File: src/rtl/fifo_arb_pkg.sv
// -----------------------------------------------------------------------------
// fifo_arb_pkg
// Shared types and helpers for the FIFO write-port arbiter family.
//   arb_state_t : arbiter FSM encoding (IDLE, XFER)
//   idx_w       : width of a requester index (at least 1 bit)
//   cnt_w       : width of a beat counter that must hold 0..burst_max
//   rr_next     : circular search for the first set bit strictly after ptr
// -----------------------------------------------------------------------------
package fifo_arb_pkg;

  typedef enum logic [0:0] {
    IDLE = 1'b0,
    XFER = 1'b1
  } arb_state_t;

  // Widest requester vector any arbiter in this family supports.
  localparam int MAX_REQ = 16;

  function automatic int idx_w(input int n);
    return (n > 1) ? $clog2(n) : 1;
  endfunction

  function automatic int cnt_w(input int burst_max);
    return $clog2(burst_max + 1);
  endfunction

  // Returns the first index after ptr (wrapping at n) whose valid bit is set.
  // ptr itself is the last candidate, so a lone requester can be re-granted.
  // The result is 0 when nothing is valid; callers qualify it with |valid.
  function automatic logic [3:0] rr_next(input logic [MAX_REQ-1:0] valid,
                                         input logic [3:0] ptr,
                                         input int n);
    logic [3:0] res;
    logic       found;
    int         idx;
    res   = 4'd0;
    found = 1'b0;
    for (int i = 1; i <= MAX_REQ; i++) begin
      idx = (int'(ptr) + i) % n;
      if ((i <= n) && !found && valid[idx]) begin
        res   = idx[3:0];
        found = 1'b1;
      end
    end
    return res;
  endfunction

endpackage

File: src/rtl/rr_picker.sv
// -----------------------------------------------------------------------------
// rr_picker
// Combinational round-robin search: finds the first valid requester strictly
// after the pointer, wrapping around.
// Ports:
//   valid [NREQ]  request vector
//   ptr   [IW]    last granted index (lowest priority in this search)
//   index [IW]    selected requester (0 when found is low)
//   found         at least one valid bit set
// -----------------------------------------------------------------------------
module rr_picker
  import fifo_arb_pkg::*;
#(
  parameter  int NREQ = 4,
  localparam int IW   = idx_w(NREQ)
) (
  input  logic [NREQ-1:0] valid,
  input  logic [IW-1:0]   ptr,
  output logic [IW-1:0]   index,
  output logic            found
);

  assign found = |valid;
  assign index = IW'(rr_next(MAX_REQ'(valid), 4'(ptr), NREQ));

endmodule

File: src/rtl/fifo_write_arbiter.sv
// -----------------------------------------------------------------------------
// fifo_write_arbiter
// Shares the async FIFO write port among NREQ requesters. Grants are
// round-robin and held for a whole packet (until last) or BURST_MAX beats, so
// packets are never interleaved. Writes are never issued while the FIFO is full.
// Optional statistics counters are built when FIFO_WR_ARB_STATS_EN is defined.
// Ports:
//   wclk, wrst             write-domain clock, async active-high reset
//   req_valid/data/last    per-requester beat stream (data i at [i*DSIZE +: DSIZE])
//   req_ready              beat accepted when valid & ready (only granted bit)
//   fifo_winc/wdata/wfull  FIFO write interface
//   grant_id               current / last granted requester
//   busy                   high while a grant is active (XFER)
//   stat_beats/stat_stall  (stats build) per-requester beats, stall cycles
//   stat_clr               (stats build) synchronous clear of all counters
// -----------------------------------------------------------------------------
module fifo_write_arbiter
  import fifo_arb_pkg::*;
#(
  parameter  int NREQ      = 4,
  parameter  int DSIZE     = 8,
  parameter  int BURST_MAX = 4,
  localparam int IW        = idx_w(NREQ),
  localparam int CW        = cnt_w(BURST_MAX)
) (
  input  logic                  wclk,
  input  logic                  wrst,
  input  logic [NREQ-1:0]       req_valid,
  input  logic [NREQ*DSIZE-1:0] req_data,
  input  logic [NREQ-1:0]       req_last,
  output logic [NREQ-1:0]       req_ready,
  output logic                  fifo_winc,
  output logic [DSIZE-1:0]      fifo_wdata,
  input  logic                  fifo_wfull,
  output logic [IW-1:0]         grant_id,
  output logic                  busy
`ifdef FIFO_WR_ARB_STATS_EN
  ,
  output logic [NREQ*32-1:0]    stat_beats,
  output logic [31:0]           stat_stall,
  input  logic                  stat_clr
`endif
);

  localparam logic [CW-1:0] BURST_CNT = CW'(BURST_MAX);

  arb_state_t    state_r, state_nxt_s;
  logic [IW-1:0] grant_r, grant_nxt_s;
  logic [IW-1:0] ptr_r, ptr_nxt_s;
  logic [CW-1:0] cnt_r, cnt_nxt_s, cnt_inc_s;
  logic [IW-1:0] pick_idx_s;
  logic          pick_found_s;
  logic          accept_s;

  rr_picker #(.NREQ(NREQ)) u_picker (
    .valid (req_valid),
    .ptr   (ptr_r),
    .index (pick_idx_s),
    .found (pick_found_s)
  );

  assign accept_s   = (state_r == XFER) & req_valid[grant_r] & ~fifo_wfull;
  assign cnt_inc_s  = cnt_r + CW'(1'b1);
  assign fifo_wdata = req_data[int'(grant_r)*DSIZE +: DSIZE];
  assign grant_id   = grant_r;
  assign busy       = (state_r == XFER);

  // Arbiter state, grant, fairness pointer and beat counter.
  always_ff @(posedge wclk or posedge wrst) begin
    if (wrst) begin
      state_r <= IDLE;
      grant_r <= {IW{1'b0}};
      ptr_r   <= IW'(NREQ - 1);
      cnt_r   <= {CW{1'b0}};
    end else begin
      state_r <= state_nxt_s;
      grant_r <= grant_nxt_s;
      ptr_r   <= ptr_nxt_s;
      cnt_r   <= cnt_nxt_s;
    end
  end

  // Next-state logic and the combinational handshake toward requesters/FIFO.
  always_comb begin
    state_nxt_s = state_r;
    grant_nxt_s = grant_r;
    ptr_nxt_s   = ptr_r;
    cnt_nxt_s   = cnt_r;
    req_ready   = {NREQ{1'b0}};
    fifo_winc   = 1'b0;
    case (state_r)
      IDLE: begin
        // Arbitration cycle: no beat moves here, hence one bubble per grant.
        if (pick_found_s) begin
          grant_nxt_s = pick_idx_s;
          ptr_nxt_s   = pick_idx_s;
          cnt_nxt_s   = {CW{1'b0}};
          state_nxt_s = XFER;
        end else begin
          state_nxt_s = IDLE;
        end
      end
      XFER: begin
        req_ready[grant_r] = ~fifo_wfull;
        fifo_winc          = accept_s;
        if (accept_s) begin
          cnt_nxt_s = cnt_inc_s;
          // last and the burst limit on the same beat release only once.
          if (req_last[grant_r] || (cnt_inc_s == BURST_CNT)) begin
            state_nxt_s = IDLE;
          end else begin
            state_nxt_s = XFER;
          end
        end else if (!req_valid[grant_r] && (cnt_r == {CW{1'b0}})) begin
          // Requester withdrew before its first beat; give the port back.
          state_nxt_s = IDLE;
        end else begin
          // Mid-packet gaps and full-FIFO stalls keep the grant.
          state_nxt_s = XFER;
        end
      end
      default: begin
        state_nxt_s = IDLE;
      end
    endcase
  end

`ifdef FIFO_WR_ARB_STATS_EN
  localparam logic [31:0] STAT_SAT = 32'hFFFF_FFFF;

  logic [31:0] beats_r [NREQ];
  logic [31:0] stall_r;
  logic        stall_s;

  assign stall_s    = (state_r == XFER) & fifo_wfull & req_valid[grant_r];
  assign stat_stall = stall_r;

  for (genvar g = 0; g < NREQ; g++) begin : g_beats_out
    assign stat_beats[g*32 +: 32] = beats_r[g];
  end

  // Saturating statistics counters; clear wins over a same-cycle increment.
  always_ff @(posedge wclk or posedge wrst) begin
    if (wrst) begin
      for (int i = 0; i < NREQ; i++) beats_r[i] <= 32'd0;
      stall_r <= 32'd0;
    end else if (stat_clr) begin
      for (int i = 0; i < NREQ; i++) beats_r[i] <= 32'd0;
      stall_r <= 32'd0;
    end else begin
      for (int i = 0; i < NREQ; i++) begin
        if (accept_s && (int'(grant_r) == i) && (beats_r[i] != STAT_SAT)) begin
          beats_r[i] <= beats_r[i] + 32'd1;
        end else begin
          beats_r[i] <= beats_r[i];
        end
      end
      if (stall_s && (stall_r != STAT_SAT)) begin
        stall_r <= stall_r + 32'd1;
      end else begin
        stall_r <= stall_r;
      end
    end
  end
`endif

endmodule

File: config.mk
export PLATFORM = sky130hd
export DESIGN_NAME = fifo_write_arbiter
export DESIGN_NICKNAME = d
export VERILOG_FILES = /design/src/rtl/fifo_arb_pkg.sv /design/src/rtl/rr_picker.sv /design/src/rtl/fifo_write_arbiter.sv
export SDC_FILE = /design/constraint.sdc
export NUM_CORES = 1
export LEC_CHECK = 0
export CORE_MARGIN = 10
export CORE_UTILIZATION = 35
export DETAILED_ROUTE_END_ITERATION = 12
export PLACE_DENSITY = 0.84
export SLEW_MARGIN = 25
export SYNTH_ARGS = -nofsm -noshare
export SYNTH_HDL_FRONTEND = slang
export SYNTH_HIERARCHICAL = 1
export SYNTH_SLANG_ARGS = --single-unit
File: constraint.sdc
create_clock -name wclk -period 3.5 [get_ports wclk]
set_input_delay 0.525 -clock wclk [delete_from_list [all_inputs] [get_ports wclk]]
set_output_delay 0.525 -clock wclk [all_outputs]
set_load 0.005 [all_outputs]
=== Word level (Yosys, flattened, before mapping) ===
Cells that the tools add are included.

* $add $sub $neg: 5
* Order comparisons: 6
* Eq/ne operators: 3
* Shift-type cells: 1
* Muxes and demuxes: 35
* Bitwise gates (word level): 9
* Reduce and logical (&&, ||, !) cells: 18

{| class="wikitable"
|+ Operator list
! operator !! count
|-
| $shiftx A32 B6 Y8 || 1
|-
| $lt A3 B6 Y1 const B || 4
|-
| $mux W1 || 19
|-
| $bmux W1 S3 || 4
|-
| $mux W2 || 4
|-
| $reduce_or A2 Y1 || 4
|-
| $mux W3 || 2
|-
| $pmux W3 S2 || 1
|-
| $logic_and A1 B1 Y1 || 5
|-
| $add A2 B1 Y2 const B || 2
|-
| $add A2 B2 Y2 const B || 2
|-
| $and A1 B1 Y1 const A || 4
|-
| $and A4 B4 Y4 || 1
|-
| $bmux W1 S2 || 2
|-
| $logic_not A1 Y1 || 4
|-
| $mux W4 || 1
|-
| $reduce_and A2 Y1 || 2
|-
| $reduce_or A4 Y1 || 1
|-
| $add A3 B1 Y3 const B || 1
|-
| $eq A3 B3 Y1 const B || 1
|-
| $logic_not A3 Y1 || 1
|-
| $lt A2 B3 Y1 const B || 1
|-
| $and A1 B1 Y1 || 2
|-
| $demux W1 S2 || 1
|-
| other kinds (6) || 7
|}

* Bits in registers: 8
* Input bits: 43
* Output and inout port bits: 16
* Word-level logic and storage cells: 81

=== Logic depth before layout (Yosys ltp) ===
* Depth after elaboration: 16
* Mapped depth: 5
* Mapped depth without buffers: 5

=== Hierarchy ===
The synthesis kept the hierarchy.

{| class="wikitable"
|+ By module, submodules not included
! module !! times used !! cells an instance !! area each (sq um)
|-
| fifo_write_arbiter || 1 || 61 || 678.2
|-
| rr_picker || 1 || 14 || 81.3
|}

=== Worst setup path after synthesis ===
Ideal clock, no wire load.

* Path kind: reg-to-output
* Start: register grant_r[0] (netlist: grant_id[0])
* End: output port fifo_wdata[0]
* Arrival: 1.245 ns
* Setup slack: 1.730 ns
* Stages on the path, launching flop included: 4
* Buffers on the path: 2
* Path through: dfrtp_1 buf_6 buf_2 mux4_2

* Cells in the longest elaborated chain, start to end: 1

{| class="wikitable"
|+ RTL lines
! item !! RTL line !! RTL
|-
| start: declaration || fifo_write_arbiter.sv:48 || <nowiki>logic [IW-1:0] grant_r, grant_nxt_s;</nowiki>
|-
| start signal: assignment || fifo_write_arbiter.sv:72 || <nowiki>grant_r <= {IW{1'b0}};</nowiki>
|-
| start signal: assignment || fifo_write_arbiter.sv:77 || <nowiki>grant_r <= grant_nxt_s;</nowiki>
|-
| $shiftx A32 B6 Y8 || fifo_write_arbiter.sv:64 || <nowiki>assign fifo_wdata = req_data[int'(grant_r)*DSIZE +: DSIZE];</nowiki>
|-
| end: declaration || fifo_write_arbiter.sv:33 || <nowiki>output logic [DSIZE-1:0] fifo_wdata,</nowiki>
|}

No other way between the ends.

=== Worst setup path after layout ===
* Start: register grant_r[0] (netlist: grant_id[0])
* End: output port fifo_winc

* Cells in the longest elaborated chain, start to end: 5

{| class="wikitable"
|+ RTL lines
! item !! RTL line !! RTL
|-
| $bmux W1 S2 || fifo_write_arbiter.sv:62 || <nowiki>assign accept_s = (state_r == XFER) & req_valid[grant_r] & ~fifo_wfull;</nowiki>
|-
| $mux W1 (implied by the code) || fifo_write_arbiter.sv:62 ||
|-
| $and A1 B1 Y1 (2 in series) || fifo_write_arbiter.sv:62 ||
|-
| $mux W1 || fifo_write_arbiter.sv:91 || <nowiki>case (state_r)</nowiki>
|-
| end: declaration || fifo_write_arbiter.sv:32 || <nowiki>output logic fifo_winc,</nowiki>
|}

No other way between the ends. The select of a mux whose other input is x is not followed.

==> run metrics <==
run status=completed; Yosys top cell area share=0.267; peak supply drop=0.000547 V; min Tclk post-route=around 2.9 ns; Psw=about 290 uW; post-synthesis mux area share=0.315; DR DRC count=0; Vias/cell=5.02; htree depth=1; Hold Buf Count CTS=0; Syn Inst Count=between 70 and 80; Clock Latency Late Sink=0.25 ns; clock share of power=0.089; synthesized-area fraction occupied by adder cells=0.0494; Die ar.=about 4400 um2; Leakage=0.557 nW; Post-Synth Simple-Gate Area=0.204; Final Hold Vio Count=0; logic gate share of total power=0.619; final setup vio count=0; WHS=0.484 ns; most frequent cell after synthesis=nand2_1; DRT Pass-1 Iters=4; Syn-to-layout area delta=81.2%; Fill cells=approximately 160; post-synthesis compound-gate area fraction=0.102; vias=around 800; cts repair resizes=0; Post-CTS Setup Repair Bufs=0; Initial Utilization=0.376; CTS tree=built; met1 Track Usage GR=0.133; Main synth FF type=dfrtp_1; Setup Skew=around 0.0071 ns; fraction of layout cells with a size suffix above 1=0.128; Final period util=0.828; Final Max Slew Viols=0; Antenna Cells=0; Post-synth top cells=nand2_1, mux4_2, dfrtp_1; Slew @ Worst Pin=0.717 ns; dominant cells by area after synthesis=mux4_2, dfrtp_1, nand2_1; sequential share of the synthesized area=0.267; Yosys warnings=6; Synth Register Bits=8; Post-Route WL=around 2800 um; Die X=about 67 um; Pint=521 uW; Synth Area in XOR/XNOR=0.0115; Worst EP required=2.97 ns; core area=2020 um2; crit-path max FO=16; drt wl/cell=17.7 um; dpl hpwl=2520 um; main combinational cell family by area after synthesis=multiplexers; post-synth top area cell=mux4_2; first-pass GRT wire length=4370 um; Seq pwr share=0.293; Critical Path Start Type=flop; pin count of the biggest net entering global routing=17; met2 Use GR=0.210; Die Y=66.6 um; Avg Inst Size Synth=10.1 um2; DRT antenna net count=0; slew margin rel.=0.522; clock sink count=8; met3 Use GR=0.0635; number of synthesized flops with an enable pin=0; vias in the first global route=between 800 and 900; GRT busiest layer=met2; clock root buffer=clkbuf_4; # port buffers=58; gpl congestion=0.795; Switching Fraction=0.358; Max Clock Freq=0.345 GHz; Nets=180; Setup TNS Final=0 ns; Std-Cell Rows=16; I/O pin cnt=59; Post-Syn Nets=121; total gr overflow=0; Setup CP Type=flop to output port; All-Layer GR Usage=0.127; distinct cell type count after synthesis=27; antenna violations before repair=0; Cell Area, Synth=759 um2; CTS buffer count=3; 1st-iter DRT viols=22; RSZ-0062 raised after global routing=no; Crit. End Element=output port; Pwr Total=about 810 uW; maximum capacitance violations=0; hold crit path type=flop to flop; asr flop ratio synth=1.00; PwrDens=between 500 and 600 nW/um2; Clock transition at path regs=about 0.05 ns; Longest Clk Path Bufs=2; CP arrival=between 2 and 2.5 ns
[state kept, by name, indices dropped and copies added, names as in the netlist]
signal	count
grant_id	2
cnt_r	3
busy	1
ptr_r	2
[worst paths after layout]
| kind | startpoint | to | slack (ns) | depth (start not counted) |
|---|---|---|---|---|
| worst max-delay path | grant_id[0] | fifo_winc | 0.60 | 3 |
| worst min-delay path | ptr_r[0] | ptr_r[0] | 0.48 | 2 |
| worst max register to register | grant_id[0] | cnt_r[1] | 1.52 | 3 |
| worst min register to register | ptr_r[0] | ptr_r[0] | 0.48 | 2 |
| max in group asynchronous | wrst | ptr_r[1] | 2.71 | 2 |
| min in group asynchronous | wrst | grant_id[0] | 0.50 | 2 |
[layout by cell type, fill, tap and decap left out]
cell             Yosys  layout
clkdlybuf4s50_1      0      58
nand2_1             17      17
mux4_2               9       9
dfrtp_1              6       6
inv_1                4       4
nor2_1               4       4
a21oi_1              4       4
nor2b_1              3       3
nand3_1              3       3
ha_1                 3       3
clkbuf_4             0       3
nand2b_1             2       2
o21ai_1              2       2
dfstp_2              2       2
and2_4               1       1
o31ai_2              1       1
nor3b_1              1       1
xor2_1               1       1
a21o_1               1       1
nand3b_1             1       1
o22ai_1              1       1
mux4_1               1       1
and3_1               1       1
clkbuf_1             2       1
mux2i_1              1       1
o221ai_2             1       1
a31oi_1              1       1
[cells by family (layout without fill, tap and decap cells)]
family | after synthesis | after routing
xor+xnor | 1 | 1
simple gates | 33 | 33
compound gates | 11 | 11
flops | 8 | 8
fa+ha+maj | 3 | 3
buf+inv | 8 | 66
mux | 11 | 11
[power by group through the flow]
| stage | registers [mW] | clock network (mW) | logic (mW) |
|---|---|---|---|
| 3_5_place_dp | 0.243 | 0 | 0.509 |
| 4_1_cts | 0.241 | 0.0785 | 0.511 |
| 6_report | 0.238 | 0.0721 | 0.502 |
| 5_1_grt | 0.255 | 0.0796 | 0.544 |
| 2_1_floorplan | 0.182 | 0 | 0.318 |
| 3_3_place_gp | 0.240 | 0 | 0.503 |
[worst max-delay path: stages (launching register included)]
cell and delay, ns:
dfrtp_1 0.80, mux4_2 0.65, and2_4 0.21, clkdlybuf4s50_1 0.46
[stage by stage]
step | instances | cell area (um2) | util | setup slack, ns
6_report | 160 | 1380 | 0.681 | 0.603
5_1_grt | 160 | 1380 | 0.681 | 0.469
4_1_cts | 160 | 1380 | 0.681 | 0.538
3_5_place_dp | 156 | 1350 | 0.668 | 0.752
3_3_place_gp | 156 | 1350 | 0.668 | 0.773
2_1_floorplan | 75 | 759 | - | 1.73
[layout make-up]
| type | count | area [um2] | area share |
|---|---|---|---|
| inverter | 4 | 15.0 | 0.0109 |
| sequential | 8 | 203 | 0.147 |
| tap | 27 | 33.8 | 0.0245 |
| multi-input combinational | 59 | 518 | 0.376 |
| clock buffer | 4 | 26.3 | 0.0191 |
| timing repair buffer | 58 | 581 | 0.422 |
[layer usage]
metal / wire length [um] / up-vias
met5: 0 / -
met4: 35 / 0
met3: 424 / 4
met2: 1290 / 48
met1: 1080 / 362
li1: - / 389
Note: power is estimated with default switching activity, not from simulation.
